## src/rtl/decode_h1_pipe.sv

```systemverilog
// -----------------------------------------------------------------------------
// decode_h1_pipe
//
// Two-stage pipelined SECDED decoder for the 8-bit H1 codeword
// {d3,d2,d1,d0,p3,p2,p1,p0}: four data bits, three Hamming parity bits and
// one overall parity bit. Single-bit errors are corrected and double-bit
// errors are flagged. Two saturating counters track how many words of each
// error kind have been handed downstream.
//
// Both sides use valid/ready handshakes. A single enable (en) advances the
// whole pipeline. en is high whenever the output register is empty or is
// being drained, so a stalled output freezes both stages.
//
// Optional build macro DECODE_H1_ERR_LOG_EN:
//   Adds ERR_LOG / ERR_LOG_VALID. They hold the raw codeword of the first
//   double-error word handed downstream since reset or CNT_CLR. Without the
//   macro these ports and their logic do not exist.
//
// Ports:
//   clk            system clock, rising edge
//   rst            asynchronous active-low reset
//   CodeWord[7:0]  received word {d3,d2,d1,d0,p3,p2,p1,p0}
//   IN_VALID       CodeWord valid
//   IN_READY       decoder accepts a word this cycle
//   DATA_OUT[3:0]  decoded (corrected) data
//   SYNDROME[3:0]  {overall, s2, s1, s0} of the word on DATA_OUT
//   SINGLE_ERR     correctable error detected and fixed
//   DOUBLE_ERR     uncorrectable error
//   OUT_VALID      DATA_OUT, SYNDROME and flags valid
//   OUT_READY      downstream accepts
//   CNT_CLR        synchronous clear of both counters (beats an increment)
//   SB_CNT         saturating single-error count
//   DB_CNT         saturating double-error count
//   ERR_LOG[7:0]   first double-error raw codeword (macro only)
//   ERR_LOG_VALID  ERR_LOG holds a capture (macro only)
// -----------------------------------------------------------------------------
module decode_h1_pipe #(
    parameter int CNT_WIDTH = 16
) (
    input  logic                 clk,
    input  logic                 rst,
    input  logic [7:0]           CodeWord,
    input  logic                 IN_VALID,
    output logic                 IN_READY,
    output logic [3:0]           DATA_OUT,
    output logic [3:0]           SYNDROME,
    output logic                 SINGLE_ERR,
    output logic                 DOUBLE_ERR,
    output logic                 OUT_VALID,
    input  logic                 OUT_READY,
    input  logic                 CNT_CLR,
    output logic [CNT_WIDTH-1:0] SB_CNT,
    output logic [CNT_WIDTH-1:0] DB_CNT
`ifdef DECODE_H1_ERR_LOG_EN
    ,
    output logic [7:0]           ERR_LOG,
    output logic                 ERR_LOG_VALID
`endif
);

    localparam logic [CNT_WIDTH-1:0] CNT_MAX = '1;

    logic       en;
    logic       out_fire;
    logic       s1_valid;
    logic [7:0] s1_word;

    logic [3:0] raw_data;
    logic [2:0] syn;
    logic       overall;
    logic [3:0] corr_data;
    logic       single_nxt;
    logic       double_nxt;

    assign en       = !OUT_VALID || OUT_READY;
    assign IN_READY = en;
    assign out_fire = OUT_VALID && OUT_READY;

    // Stage 1: capture the incoming word.
    // NOTE: sequential state uses non-blocking assignments so every register
    // samples pre-edge values; blocking here would create ordering races.
    always_ff @(posedge clk or negedge rst) begin
        if (!rst) begin
            s1_valid <= 1'b0;
            s1_word  <= '0;
        end else if (en) begin
            s1_valid <= IN_VALID;
            if (IN_VALID) begin
                s1_word <= CodeWord;
            end
        end
    end

    // Stage 2 combinational decode of the stage-1 word.
    assign raw_data = s1_word[7:4];
    assign syn[0]   = s1_word[0] ^ s1_word[4] ^ s1_word[5] ^ s1_word[7];
    assign syn[1]   = s1_word[1] ^ s1_word[4] ^ s1_word[6] ^ s1_word[7];
    assign syn[2]   = s1_word[2] ^ s1_word[5] ^ s1_word[6] ^ s1_word[7];
    assign overall  = ^s1_word;

    // NOTE: every signal written in this block gets a default first, so no
    // path through the case/if tree can infer a latch.
    always_comb begin
        corr_data  = raw_data;
        single_nxt = 1'b0;
        double_nxt = 1'b0;
        if (overall) begin
            // Odd overall parity: exactly one bit flipped. Only data-bit
            // positions need fixing; parity-bit and p3 errors leave data intact.
            single_nxt = s1_valid;
            unique case (syn)
                3'b011:  corr_data[0] = ~raw_data[0];
                3'b101:  corr_data[1] = ~raw_data[1];
                3'b110:  corr_data[2] = ~raw_data[2];
                3'b111:  corr_data[3] = ~raw_data[3];
                default: corr_data    = raw_data;
            endcase
        end else if (syn != 3'b000) begin
            // Even overall parity with a nonzero syndrome: two bits flipped.
            double_nxt = s1_valid;
        end
    end

    // Stage 2 output register.
    always_ff @(posedge clk or negedge rst) begin
        if (!rst) begin
            OUT_VALID  <= 1'b0;
            DATA_OUT   <= '0;
            SYNDROME   <= '0;
            SINGLE_ERR <= 1'b0;
            DOUBLE_ERR <= 1'b0;
        end else if (en) begin
            OUT_VALID  <= s1_valid;
            DATA_OUT   <= corr_data;
            SYNDROME   <= {overall, syn};
            SINGLE_ERR <= single_nxt;
            DOUBLE_ERR <= double_nxt;
        end
    end

    // Error counters: count on the output handshake, saturate at all-ones.
    always_ff @(posedge clk or negedge rst) begin
        if (!rst) begin
            SB_CNT <= '0;
            DB_CNT <= '0;
        end else if (CNT_CLR) begin
            SB_CNT <= '0;
            DB_CNT <= '0;
        end else if (out_fire) begin
            if (SINGLE_ERR && SB_CNT != CNT_MAX) begin
                SB_CNT <= SB_CNT + CNT_WIDTH'(1);
            end
            if (DOUBLE_ERR && DB_CNT != CNT_MAX) begin
                DB_CNT <= DB_CNT + CNT_WIDTH'(1);
            end
        end
    end

`ifdef DECODE_H1_ERR_LOG_EN
    // Raw codeword travelling alongside the stage-2 results.
    logic [7:0] s2_word;

    always_ff @(posedge clk or negedge rst) begin
        if (!rst) begin
            s2_word <= '0;
        end else if (en) begin
            s2_word <= s1_word;
        end
    end

    // Sticky capture of the first double error since reset or clear.
    always_ff @(posedge clk or negedge rst) begin
        if (!rst) begin
            ERR_LOG       <= '0;
            ERR_LOG_VALID <= 1'b0;
        end else if (CNT_CLR) begin
            ERR_LOG       <= '0;
            ERR_LOG_VALID <= 1'b0;
        end else if (out_fire && DOUBLE_ERR && !ERR_LOG_VALID) begin
            ERR_LOG       <= s2_word;
            ERR_LOG_VALID <= 1'b1;
        end
    end
`endif

endmodule

```

## config.mk

```make
export PLATFORM = sky130hd
export DESIGN_NAME = decode_h1_pipe
export DESIGN_NICKNAME = d
export VERILOG_FILES = /design/src/rtl/decode_h1_pipe.sv
export SDC_FILE = /design/constraint.sdc
export NUM_CORES = 1
export LEC_CHECK = 0
export ABC_AREA = 1
export CAP_MARGIN = 20
export CORE_MARGIN = 2
export CORE_UTILIZATION = 49
export DETAILED_ROUTE_END_ITERATION = 12
export PLACE_DENSITY = 0.84
export SYNTH_ARGS = -nofsm -noshare
export SYNTH_HDL_FRONTEND = slang
export SYNTH_SLANG_ARGS = --single-unit
```

## constraint.sdc

```tcl
create_clock -name clk -period 3.22 [get_ports clk]
set_input_delay 0.644 -clock clk [delete_from_list [all_inputs] [get_ports clk]]
set_output_delay 0.644 -clock clk [all_outputs]
set_load 0.05 [all_outputs]
```

Yosys cells after proc, flatten, opt, wreduce, memory -nomap -nowiden:

Index checks and enable logic that the tools add are counted.

* input bits: 13
* word-level logic and storage cells: 57
* register bits: 52
* output and inout port bits: 44

* equality and inequality tests: 6
* bitwise gates (word level): 13
* $add $sub $neg: 2
* multiplexer cells: 14
* reduce and logical (&&, ||, !) cells: 13

Operators with widths (number)
* 16-bit 2-to-1 mux: 6
* 16-bit by 1-bit adder with 16-bit output (second input constant): 2
* 16-bit != test (second input constant): 2
* 3-bit == test (second input constant): 3
* 1-bit bitwise XOR: 9
* 8-bit parity: 1
* 1-bit 2-to-1 mux: 7
* 2-bit AND reduction: 3
* 2-bit nonzero test: 3
* 4-bit 2-to-1 mux: 1
* 1-bit NOT: 4
* 3-bit by 2-bit == test with 1-bit output (second input constant): 1
* 1-bit logical AND: 3
* 3-bit nonzero test: 1
* 1-bit logical NOT: 1
* 1-bit logical OR: 1

Depth between registers and ports, before layout:

* word-level depth: 6
* mapped depth: 12

Worst setup path before layout:

No wires, ideal clock.

* path type: flip-flop to flip-flop
* start: register SB_CNT[0]
* end: register SB_CNT[6]
* cell stages (with the launch flop): 10
* clock period less this slack: 2.080 ns
* setup slack: 1.140 ns
* required time: 3.099 ns
* path buffers: 1
* data arrival time: 1.959 ns
* path through: dfrtp_1 > ha_1 > nand2_1 > nor2_2 > nand2_4 > o21ai_4 > nand2_4 > buf_6 > nand4_2 > o21ai_2

* longest elaborated chain between the ends: 4

Ends and longest elaborated chain
* start: declaration: RTL line 52 `output logic [CNT_WIDTH-1:0] SB_CNT,`
* start signal: assignment: RTL line 151 `SB_CNT <= SB_CNT + CNT_WIDTH'(1);`
* 16-bit by 1-bit adder with 16-bit output or 16-bit != test (tied branches): RTL line 151, 150
* 16-bit 2-to-1 mux or 1-bit logical AND (tied branches): RTL line 150 `if (SINGLE_ERR && SB_CNT != CNT_MAX) begin`
* 16-bit 2-to-1 mux or 2-bit nonzero test (tied branches)
* 16-bit 2-to-1 mux or 2-bit AND reduction (tied branches)

Parallel ways exist; a longest one is shown, timed or not. The select of a mux whose other input is x is not followed.
A chain may end at the register's enable or synchronous reset.

Worst setup path in the final report:

* start: input port OUT_READY
* end: output port IN_READY

* longest elaborated chain between the ends: 1

Ends and longest elaborated chain
* start: declaration: RTL line 50 `input logic OUT_READY,`
* 1-bit logical OR: RTL line 75 `assign en = !OUT_VALID || OUT_READY;`
* end: declaration: RTL line 44 `output logic IN_READY,`

Every way passes these cells.

==> results.txt <==
STA classifies the critical path startpoint as an input pin. The tools report the post-route core utilization as 0.616. The logs give 0 for the Yosys warning count and 5 for the number of buffers added by the clock tree synthesis step. In this run the number of H-tree levels came out at 2. After legalization and detailed placement, the total HPWL measured 5390 um.

Final number of hold-violating endpoints: 0. The post-synthesis cell type with the largest combined area was sky130_fd_sc_hd__dfrtp_1. The worst path meets setup with 0.872 ns of slack. The via count of the first global-routing pass was 2,758; the global router's overall resource usage was 0.210. Relative to the synthesized area, the layout overhead comes to 23.5%. The maximum buffer depth of the clock tree is 2, and the total negative slack for setup checks is 0 ns. For this block, the initial DRC count from the detailed router was 219. Sorting the synthesized cells by area gives the leading types as sky130_fd_sc_hd__dfrtp_1 (42%), sky130_fd_sc_hd__nand2_1 (17%), sky130_fd_sc_hd__nor2_1 (5.4%). The share of synthesized area occupied by flip-flops and latches is 0.416. The flow ran to the end, and the final reports show no timing, DRC or antenna violations. The startpoint identified for the worst register-to-register timing path is SB_CNT[0]$_DFFE_PN0P_.

Using the TritonRoute via totals, the vias-per-cell ratio works out to 5.37. For this run, the detailed router's first-pass iteration total came to 5. The routability-driven placement congestion ratio was 0.921; the synthesized flop and latch total was 52. The average instance in the mapped netlist occupies 7.39 um^2. Net count reported at finish: 500. The worst-case headroom to the max-slew limit was 0.593; the proportion of netlist area held by the largest area contributor was 0.416.

The number of cells upsized or downsized after cts was 0. For the post-placement cell area, the log shows 3770 um^2. In this design, the largest share of critical-path delay is due to buffers and inverters. The first global-routing pass estimated 12,200 um of wire. TritonCTS built the clock tree. Setup repair after global routing left no endpoint under its margin. The number of rows created at floorplan is 29. The die is 83.9 um wide. On the final layout, the worst hold slack is 0.335 ns. The later pin in the worst-skew pair is clocked with a latency of 0.30 ns. STA puts the critical path data required time at 2.58 ns. The die covers 7050 um^2.

The clock period could shrink to 2.35 ns. For the number of clock sinks, the log shows 52. The worst hold path belongs to the class input pin to async pin. The number of port buffers is 56. Entering global routing, the biggest net connects 28 pins. In this run the remaining antenna-violating nets after routing total 0.

The tools report the number of placed instances, taps included as 555. The tool flagged a number of max-cap violations equal to 0. The DRC violation count after routing was 0. The analysis attributes to cell leakage a power of 1.70 nW.

The final instance area came out at 3870 um^2. Data on the critical path arrives at its endpoint at 1.70 ns. The clock-pin slew on the worst setup and hold paths is 0.10 ns. The number of antenna violations at the first check in global routing is 0. The sum of buffers and inverters on the critical path works out to 4.

For this design, the slowest cell found on the critical path is sky130_fd_sc_hd__clkdlybuf4s50_1. 57 I/O pins were placed. For the pin with the worst max-slew slack, the measured transition is 0.611 ns.

Post-CTS timing repair inserted 0 buffers for setup. Traced cell by cell, the critical path runs through clkdlybuf4s50_1, nor2_1, buf_4, inv_2, buf_4. For the number of instances in the synthesized netlist, the log shows 424.

The logs give 0 for the total overflow reported by the global router and 3,025 for the via count. For the final-report setup violation count, the log shows 0. The number of nets in the synthesized netlist is 439. Clock root buffer: sky130_fd_sc_hd__clkbuf_8.

Tracing the worst setup path back leads to its startpoint at OUT_READY. Most numerous cell on the critical path: sky130_fd_sc_hd__buf_4. Between clock sinks in the finished design, the worst skew comes to 0.0145 ns. After floorplanning, the core was sized to cover 6280 um^2. The final routed wire length divided by cell count was 12.8 um. The total power after layout is 1.93 mW, and the period utilization is 0.729.

The number of antenna diodes in the final layout is 0. The highest net fanout along the worst path works out to 14. The final count of pins violating max slew was 0; the worst slack at placement was 0.873 ns.

Proportion of layout cells with a drive suffix above 1: 0.0988. The final non-filler cell total is 563. For the routed wire length, the log shows 7230 um. The starting utilization of the core area is 0.499.

The type of element capturing the critical path was a primary output. Yosys mapped the design onto 31 distinct sky130hd cell types. For this design the ratio of total power to cell area is 500 nW/um^2.

The mapped netlist covers 3130 um^2. The die is 83.9 um tall. For this run, the slowest stage of the critical path takes 0.47 ns. Timing would allow up to 426 MHz.

Number of buffers inserted by hold repair at cts: 0. The run gives 486 uV as the maximum vdd drop. The critical path in this run is classified as input pin to primary output.
[cell families after synthesis]
logic type      synth area share
simple gates               0.362
flops                      0.416
buf+inv                   0.0659
compound gates            0.0891
xor+xnor                  0.0559
fa+ha+maj                0.00799
mux                      0.00360
[where the power goes]
part / switching, mW / internal (mW) / total, mW / leakage, nW
combinational: 0.510 / 0.233 / 0.743 / 0.978
sequential: 0.0705 / 0.730 / 0.801 / 0.679
clock: 0.213 / 0.175 / 0.389 / 0.0445
[worst register-to-register path: stages (launching register included)]
cell and delay, ns:
sky130_fd_sc_hd__dfrtp_1 0.45, sky130_fd_sc_hd__ha_1 0.25, sky130_fd_sc_hd__nand2_1 0.09, sky130_fd_sc_hd__nor2_2 0.22
sky130_fd_sc_hd__nand2_4 0.11, sky130_fd_sc_hd__o21ai_4 0.31, sky130_fd_sc_hd__nand2_4 0.22, sky130_fd_sc_hd__inv_2 0.18
sky130_fd_sc_hd__nand2_1 0.07, sky130_fd_sc_hd__o31ai_1 0.07
[flip-flops by register name, summed over array words and instances (netlist names), 4 cells and up]
signal    flops
DATA_OUT      4
DB_CNT       16
SB_CNT       16
SYNDROME      4
s1_word       8
[routing by layer]
| layer | wire, um | GRT usage | share of wire |
|---|---|---|---|
| met1 | 3010 | 0.258 | 0.42 |
| met2 | 3740 | 0.383 | 0.52 |
| met3 | 419 | 0.0366 | 0.058 |
| met4 | 55 | 0.0499 | 0.0076 |
| met5 | 0 | 0 | 0 |
[cell usage in the layout (no fill, tap or decap), types with 3 or more instances in the layout]
| cell type | instances |
|---|---|
| sky130_fd_sc_hd__a21oi_1 | 12 |
| sky130_fd_sc_hd__buf_4 | 6 |
| sky130_fd_sc_hd__clkbuf_8 | 6 |
| sky130_fd_sc_hd__clkdlybuf4s50_1 | 54 |
| sky130_fd_sc_hd__dfrtp_1 | 52 |
| sky130_fd_sc_hd__inv_1 | 39 |
| sky130_fd_sc_hd__inv_2 | 4 |
| sky130_fd_sc_hd__nand2_1 | 140 |
| sky130_fd_sc_hd__nand2_2 | 5 |
| sky130_fd_sc_hd__nand2_4 | 3 |
| sky130_fd_sc_hd__nand3_1 | 29 |
| sky130_fd_sc_hd__nand3_2 | 3 |
| sky130_fd_sc_hd__nand4_1 | 6 |
| sky130_fd_sc_hd__nor2_1 | 45 |
| sky130_fd_sc_hd__nor3_1 | 13 |
| sky130_fd_sc_hd__o21ai_0 | 15 |
| sky130_fd_sc_hd__o21ai_2 | 8 |
| sky130_fd_sc_hd__o31ai_1 | 6 |
| sky130_fd_sc_hd__xor2_1 | 18 |
[synth_stat cells]
master / count
sky130_fd_sc_hd__a21oi_1: 12
sky130_fd_sc_hd__buf_2: 3
sky130_fd_sc_hd__buf_6: 2
sky130_fd_sc_hd__clkbuf_1: 2
sky130_fd_sc_hd__dfrtp_1: 52
sky130_fd_sc_hd__ha_1: 2
sky130_fd_sc_hd__inv_1: 39
sky130_fd_sc_hd__inv_2: 4
sky130_fd_sc_hd__mux2_2: 1
sky130_fd_sc_hd__nand2_1: 140
sky130_fd_sc_hd__nand2_2: 5
sky130_fd_sc_hd__nand2_4: 3
sky130_fd_sc_hd__nand3_1: 29
sky130_fd_sc_hd__nand3_2: 3
sky130_fd_sc_hd__nand3b_1: 2
sky130_fd_sc_hd__nand4_1: 6
sky130_fd_sc_hd__nand4_2: 2
sky130_fd_sc_hd__nor2_1: 45
sky130_fd_sc_hd__nor2_2: 2
sky130_fd_sc_hd__nor2_4: 1
sky130_fd_sc_hd__nor3_1: 13
sky130_fd_sc_hd__nor3_2: 2
sky130_fd_sc_hd__o211ai_1: 1
sky130_fd_sc_hd__o21ai_0: 15
sky130_fd_sc_hd__o21ai_1: 1
sky130_fd_sc_hd__o21ai_2: 8
sky130_fd_sc_hd__o21ai_4: 1
sky130_fd_sc_hd__o31ai_1: 6
sky130_fd_sc_hd__or2_2: 2
sky130_fd_sc_hd__xnor2_1: 2
sky130_fd_sc_hd__xor2_1: 18
[path summary, 6_finish.rpt]
path                            slack [ns]                       to  cells after the start
worst max-delay path                  0.87                 IN_READY                      5
worst min register to register        0.49  DATA_OUT[0]$_DFFE_PN0N_                      2
worst max register to register        1.17   SB_CNT[12]$_DFFE_PN0P_                      9
worst min-delay path                  0.33    SB_CNT[2]$_DFFE_PN0P_                      1
min in group clk                      0.49  DATA_OUT[0]$_DFFE_PN0N_                      2
max in group asynchronous             2.09   s1_word[4]$_DFFE_PN0P_                      2
[cell type report]
type | instances | area, um^2
multi-input cells | 322 | 1620
fillers | 542 | 2410
flip-flops and latches | 52 | 1300
inverters | 43 | 161
clock inverters | 1 | 7.51
clock buffers | 7 | 86.3
well taps | 77 | 96.3
repair buffers | 61 | 591
No activity file was read; power rests on OpenSTA's default activity.
